`config.mk`:
```
export PLATFORM = sky130hd
export DESIGN_NAME = onehot_req_encoder_flat
export DESIGN_NICKNAME = d
export VERILOG_FILES = /design/src/rtl/onehot_req_encoder_if.sv /design/src/rtl/onehot_req_encoder.sv /design/src/flat_wrapper.sv
export SDC_FILE = /design/constraint.sdc
export NUM_CORES = 1
export LEC_CHECK = 0
export CAP_MARGIN = 0
export CORE_AREA = 4 4 41 43
export CTS_BUF_LIST = sky130_fd_sc_hd__clkbuf_2
export DETAILED_ROUTE_END_ITERATION = 8
export DIE_AREA = 0 0 45 47
export SYNTH_ARGS = -nofsm -noshare
export SYNTH_HDL_FRONTEND = slang
export SYNTH_SLANG_ARGS = --single-unit
```
`constraint.sdc`:
```
create_clock -name clk -period 1.23 [get_ports clk]
set_input_delay 0.123 -clock clk [delete_from_list [all_inputs] [get_ports clk]]
set_output_delay 0.123 -clock clk [all_outputs]
set_load 0.02 [all_outputs]
```
`src/rtl/onehot_req_encoder_if.sv`:
```
// Request/serve bundle for onehot_req_encoder: one-hot request capture on the
// input side, valid/ready binary index on the output side.
interface onehot_req_encoder_if #(
  parameter int unsigned N = 4,
  parameter int unsigned W = $clog2(N)
);
  logic         e;
  logic         in_valid;
  logic [N-1:0] y;
  logic         in_ready;
  logic         out_valid;
  logic         out_ready;
  logic [W-1:0] out_s;
  logic [N-1:0] pend;
  logic         err;

  modport master (
    output e, in_valid, y, out_ready,
    input  in_ready, out_valid, out_s, pend, err
  );

  modport slave (
    input  e, in_valid, y, out_ready,
    output in_ready, out_valid, out_s, pend, err
  );
endinterface

```
`src/rtl/onehot_req_encoder.sv`:
```
// Captures one/multi-hot requests into a pending mask and serves them highest
// index first as binary indices. Define ONEHOT_REQ_CHECK_EN for the sticky err flag.
module onehot_req_encoder #(
  parameter int unsigned N = 4,
  parameter int unsigned W = $clog2(N)
) (
  input  logic                clk,
  input  logic                rst_n,
  onehot_req_encoder_if.slave bus
);

  logic [N-1:0] pend_q, pend_d;
  logic [N-1:0] set_mask_c, clr_mask_c;
  logic         out_valid_q, out_valid_d;
  logic [W-1:0] out_s_q, out_s_d;
  logic [W-1:0] top_c;
  logic         pop_c, load_c;

  // Highest set bit of the pending mask; later iterations override earlier ones.
  always_comb begin
    top_c = '0;
    for (int unsigned i = 0; i < N; i++) begin
      if (pend_q[i]) top_c = W'(i);
    end
  end

  // Output stage reload and pending-mask update; a same-cycle set beats the clear.
  always_comb begin
    set_mask_c  = (bus.e && bus.in_valid) ? bus.y : '0;
    pop_c       = out_valid_q && bus.out_ready;
    load_c      = !out_valid_q || pop_c;
    clr_mask_c  = '0;
    out_valid_d = out_valid_q;
    out_s_d     = out_s_q;
    if (load_c) begin
      if (|pend_q) begin
        out_valid_d = 1'b1;
        out_s_d     = top_c;
        clr_mask_c  = N'(1) << top_c;
      end else begin
        out_valid_d = 1'b0;
      end
    end
    pend_d = (pend_q & ~clr_mask_c) | set_mask_c;
  end

  always_ff @(posedge clk) begin
    if (!rst_n) begin
      pend_q      <= '0;
      out_valid_q <= 1'b0;
      out_s_q     <= '0;
    end else begin
      pend_q      <= pend_d;
      out_valid_q <= out_valid_d;
      out_s_q     <= out_s_d;
    end
  end

`ifdef ONEHOT_REQ_CHECK_EN
  logic err_q, err_d;
  logic y_onehot_c;

  // Flag any captured request word that is zero or has more than one bit set.
  always_comb begin
    y_onehot_c = (bus.y != '0) && ((bus.y & (bus.y - N'(1))) == '0);
    err_d      = err_q | (bus.e && bus.in_valid && !y_onehot_c);
  end

  always_ff @(posedge clk) begin
    if (!rst_n) err_q <= 1'b0;
    else        err_q <= err_d;
  end

  assign bus.err = err_q;
`else
  assign bus.err = 1'b0;
`endif

  assign bus.in_ready  = 1'b1;
  assign bus.out_valid = out_valid_q;
  assign bus.out_s     = out_s_q;
  assign bus.pend      = pend_q;

endmodule

```
`src/flat_wrapper.sv`:
```
// flat-port wrapper written by rule: the top's interface ports become plain ports
module onehot_req_encoder_flat 
#(
  parameter int unsigned N = 4,
  parameter int unsigned W = $clog2(N)
)
  (clk, rst_n, bus_e, bus_in_valid, bus_y, bus_out_ready, bus_in_ready, bus_out_valid, bus_out_s, bus_pend, bus_err);
  onehot_req_encoder_if #(.N(N), .W(W)) bus_i ();
  input  logic clk;
  input  logic rst_n;
  input wire logic [$bits(bus_i.e)-1:0] bus_e;
  input wire logic [$bits(bus_i.in_valid)-1:0] bus_in_valid;
  input wire logic [$bits(bus_i.y)-1:0] bus_y;
  input wire logic [$bits(bus_i.out_ready)-1:0] bus_out_ready;
  output wire logic [$bits(bus_i.in_ready)-1:0] bus_in_ready;
  output wire logic [$bits(bus_i.out_valid)-1:0] bus_out_valid;
  output wire logic [$bits(bus_i.out_s)-1:0] bus_out_s;
  output wire logic [$bits(bus_i.pend)-1:0] bus_pend;
  output wire logic [$bits(bus_i.err)-1:0] bus_err;
  assign bus_i.e = bus_e;
  assign bus_i.in_valid = bus_in_valid;
  assign bus_i.y = bus_y;
  assign bus_i.out_ready = bus_out_ready;
  assign bus_in_ready = bus_i.in_ready;
  assign bus_out_valid = bus_i.out_valid;
  assign bus_out_s = bus_i.out_s;
  assign bus_pend = bus_i.pend;
  assign bus_err = bus_i.err;
  onehot_req_encoder #(.N(N), .W(W)) u_core (.clk(clk), .rst_n(rst_n), .bus(bus_i));
endmodule
```
# --- After elaboration in Yosys (flattened, before gate mapping) ---
# Index checks and enable logic that the tools add are counted.
totals:
  register_bits: 7
  output_inout_bits: 9
  elab_cells: 20
classes:
  shifts: 1
  n_mux: 7
  n_bitwise: 3
  reduce_logical: 6
ops:
  columns: ["cell", "count"]
  rows:
  - ["4-bit 2-to-1 mux", 3]
  - ["4-bit AND", 1]
  - ["2-bit 2-to-1 mux", 2]
  - ["4-bit NOT", 1]
  - ["4-bit bitwise OR", 1]
  - ["4-bit OR reduction", 1]
  - ["1-bit by 2-bit left shift with 4-bit output (first input constant)", 1]
  - ["1-bit logical AND", 2]
  - ["1-bit 2-to-1 mux", 2]
  - ["2-bit AND reduction", 1]
  - ["1-bit logical NOT", 1]
  - ["1-bit logical OR", 1]

# --- Longest topological paths before layout ---
logic_depth:
  ltp_word: 9
  depth_mapped: 4
  mapped_depth_nobuf: 3

# --- Least setup slack after synthesis ---
# OpenSTA, ideal clock, no wires.
synth_timing:
  path_type: "reg2reg"
  start: "register u_core.out_valid_q, in the netlist u_core.bus.out_valid"
  end: "register u_core.out_s_q[0], in the netlist u_core.bus.out_s[0]"
  t_arrival_ns: 1.039
  slack_ns: 0.073
  path_stages_with_launch: 5
  synth_period_minus_slack_ns: 1.157
  path_cell_list: "dfxtp_1 nor2b_4 buf_6 or2_0 o221a_1"
synth_via:
  elab_chain_cells: 3
  word_cells_on_any_way: 4
  classes_between: "4 x reduce/logical"
synth_rtl:
  columns: ["item", "line_no", "source"]
  rows:
  - ["start, declared", "onehot_req_encoder.sv:14", "logic out_valid_q, out_valid_d;"]
  - ["start signal, assigned", "onehot_req_encoder.sv:54", "out_valid_q <= out_valid_d;"]
  - ["1-bit logical NOT / 1-bit logical AND (equally long branches)", "onehot_req_encoder.sv:31, onehot_req_encoder.sv:30", null]
  - ["1-bit logical OR (*)", "onehot_req_encoder.sv:31", "load_c = !out_valid_q || pop_c;"]
  - ["2-bit AND reduction (no source line) (*)", null, null]
  - ["end signal, assigned", "onehot_req_encoder.sv:55", "out_s_q <= out_s_d;"]
  - ["end, declared", "onehot_req_encoder.sv:15", "logic [W-1:0] out_s_q, out_s_d;"]
# Every way passes the cells marked *; elsewhere a longest branch is shown, timed or not.
# A chain may end at the register's enable or synchronous reset.

# --- Worst setup path after layout ---
layout_timing:
  start: "register u_core.pend_q[3], in the netlist u_core.bus.pend[3]"
  end: "register u_core.out_s_q[0], in the netlist u_core.bus.out_s[0]"
layout_via:
  elab_chain_cells: 2
  word_cells_on_any_way: 3
  classes_between: "1 x mux; 2 x reduce/logical"
layout_rtl:
  columns: ["item", "line_no", "source"]
  rows:
  - ["start, declared", "onehot_req_encoder.sv:12", "logic [N-1:0] pend_q, pend_d;"]
  - ["start signal, assigned", "onehot_req_encoder.sv:53", "pend_q <= pend_d;"]
  - ["4-bit OR reduction", "onehot_req_encoder.sv:36", "if (|pend_q) begin"]
  - ["2-bit AND reduction (no source line)", null, null]
# Parallel ways exist; a longest one is shown, timed or not.

==> impl_metrics.env <==
export IMPL_status="finished, final reports clean"
export IMPL_fin_util_pct=39.9
export IMPL_coreArea_um2=1300
export IMPL_synth_nets=45
export IMPL_firstDrtPassIters=1
export IMPL_synth_common_cells="7 x dfxtp_1, 3 x a21boi_0, 3 x nand3_1, 3 x nor2_1"
export IMPL_clkTransAtPathRegs_ns=0.07
export IMPL_crit_path_end_kind="flop"
export IMPL_vias_per_cell=4.58
export IMPL_r2r_setup_slack_ns=0.06
export IMPL_grt_util_met3_pct=3.45
export IMPL_synthTopCellsByArea="dfxtp_1 42%, a21boi_0 6.7%, nand3_1 4.5%"
export IMPL_reg2regPathDepth=4
export IMPL_grt_max_degree=9
export IMPL_fillers=155
export IMPL_dp_hpwl_um=582
export IMPL_crit_path_start="u_core.bus.pend[3]$_SDFF_PN0_"
export IMPL_met1_usage_pct=9.77
export IMPL_yosysUniqueCellTypes=21
export IMPL_pre_cts_ws_ns=-0.0385
export IMPL_diodes=0
export IMPL_min_period_ns=1.17
export IMPL_antenna_found_initial=0
export IMPL_rows=13
export IMPL_ant_nets=0
export IMPL_die_x_um=45
export IMPL_clk_path_buf_depth=2
export IMPL_synth_edf_count=0
export IMPL_place_congestion=0.713
export IMPL_finalSetupViolCount=0
export IMPL_cts_sinks=7
export IMPL_ys_seq_area_share_pct=41.8
export IMPL_drv_slew=0
export IMPL_io_buffers=15
export IMPL_grt_pass1_vias=299
export IMPL_p_switching_uw=142
export IMPL_p_per_area_nw_per_um2=1010
export IMPL_cts_made_buffers=3
export IMPL_h_tree_depth=1
export IMPL_grt_setup_unrepaired="no"
export IMPL_ir_drop_mv=0.397
export IMPL_die_area_um2=2120
export IMPL_setup_ws_ns=0.0623
export IMPL_synth_area_um2=335
export IMPL_start_util_pct=25.8
export IMPL_routed_wl_um=734
export IMPL_synthCells=36
export IMPL_synth_flop_cell="dfxtp_1"
export IMPL_async_reset_ff_share_pct=0
export IMPL_r2r_start="u_core.bus.pend[3]$_SDFF_PN0_"
export IMPL_grt_met2_usage_pct=12.1
export IMPL_syn2layout_area_growth_pct=54.9
export IMPL_drive_above_1_share_pct=17.9
export IMPL_power_frac_comb_pct=20.7
export IMPL_ys_seq_elements=7
export IMPL_power_frac_seq_pct=47.1
export IMPL_vias=325
export IMPL_post_drt_wl_per_cell_um=10.3
export IMPL_hp_start="u_core.bus.out_s[1]$_SDFFE_PN0P_"
export IMPL_synth_avg_cell_area_um2=9.31
export IMPL_yosysMostFrequentCell="dfxtp_1"
export IMPL_synth_area_leader_cell="dfxtp_1"
export IMPL_max_freq_ghz=0.856
export IMPL_leakage_uw=0.000232
export IMPL_drv_cap=0
export IMPL_drc=0
export IMPL_clk_latency_ns=0.23
export IMPL_cts_tree="built"
export IMPL_cp_data_arrival_time_ns=1.28
export IMPL_p_int_uw=383
export IMPL_swShare_pct=27.1
export IMPL_critPathMaxFanout=4
export IMPL_critPathKind="flop to flop"
export IMPL_die_h_um=47
export IMPL_clock_skew_ns=0.00661
export IMPL_root_buffer="clkbuf_2"
export IMPL_drt_iter0_markers=0
export IMPL_required_ns=1.35
export IMPL_seq_area_um2=140
export IMPL_hold_viol=0
export IMPL_grt_use_total_pct=8.45
export IMPL_grt_pass1_wl_um=1240
export IMPL_hold_end="u_core.bus.out_s[1]$_SDFFE_PN0P_"
export IMPL_clkPwrFrac_pct=32.3
export IMPL_min_period_over_period_pct=94.9
export IMPL_hold_depth=2
export IMPL_regToRegEndpoint="u_core.bus.out_s[0]$_SDFFE_PN0P_"
export IMPL_multi_input_area_um2=161
export IMPL_synth_warnings=0
export IMPL_design_power_total_uw=526
export IMPL_nets=66
export IMPL_synth_top_area_share_pct=41.8
export IMPL_start_kind="flop"
export IMPL_grt_busiest_layer="met2"
export IMPL_grt_ovfl_total=0
export IMPL_hold_class="flop to flop"
export IMPL_io_pins=18
[worst max path at each step]
stage	to	slack, ns	depth (start not counted)
final	u_core.bus.out_s[0]$_SDFFE_PN0P_	0.06	4
after global routing	u_core.bus.out_s[0]$_SDFFE_PN0P_	0.006	4
after CTS	u_core.bus.out_s[0]$_SDFFE_PN0P_	0.05	4
after detailed placement	u_core.bus.out_s[0]$_SDFFE_PN0P_	-0.04	4
after global placement	u_core.bus.out_s[0]$_SDFFE_PN0P_	-0.02	4
after floorplan	u_core.bus.out_s[0]$_SDFFE_PN0P_	0.07	4
[final cells by class]
type	count	share of cell area [%]
repair buffers	19	33.0
multi-input cells	24	31.1
flip-flops and latches	7	27.0
clock buffers	4	3.86
well taps	15	3.61
inverters	2	1.45
[power by group through the flow]
stage | Combinational (uW) | Sequential [uW] | Clock (uW)
global route | 117 | 250 | 193
detailed placement | 118 | 254 | 0
CTS | 110 | 248 | 183
finish | 109 | 247 | 170
global placement | 117 | 254 | 0
floorplan | 42.2 | 270 | 0
[cells by family after synthesis]
group	synth area share (%)
buffers and inverters	10.1
and+or+nand+nor	20.5
DFF	41.8
AOI/OAI and AO/OA	25.4
other	2.24
[layout by cell type (no fill, tap or decap), types with 2 or more instances in the layout]
cell,n
dfxtp_1,7
nand3_1,3
buf_4,4
nor2_1,3
dlygate4sd2_1,7
clkbuf_2,4
clkdlybuf4s50_1,8
conb_1,2
inv_1,2
a21boi_0,3
[critical path, cell delays in order (launching register included)]
cell and delay [ns]:
dfxtp_1 0.32, buf_4 0.15, nor4_2 0.27, nor2_1 0.09, o221a_1 0.23
[flip-flops by register name (all words and copies together) (netlist names)]
name	cells
u_core.bus.pend	4
u_core.bus.out_s	2
u_core.bus.out_valid	1
[through the flow]
stage	hold WS, ns	cells	cell area (um^2)	TNS, ns
after floorplan	0.240	36	335	0
after global placement	0.454	67	508	-0.0176
after detailed placement	0.464	67	508	-0.0385
after CTS	0.457	71	519	0
after global routing	0.464	71	519	0
final	0.462	71	519	0
[what timing repair did]
| item | 4_1_cts | 5_1_grt |
|---|---|---|
| setup buffers | 0 | 0 |
| setup endpoints to repair | 7 | 0 |
| gates resized for setup | 7 | 0 |
| hold buffers | 0 | 0 |
[layer usage]
metal,part of all wire (%),wire [um]
met5,0,0
met4,0,0
met3,13,98
met2,44,323
met1,42,311
Note: power is estimated with default switching activity, not from simulation.
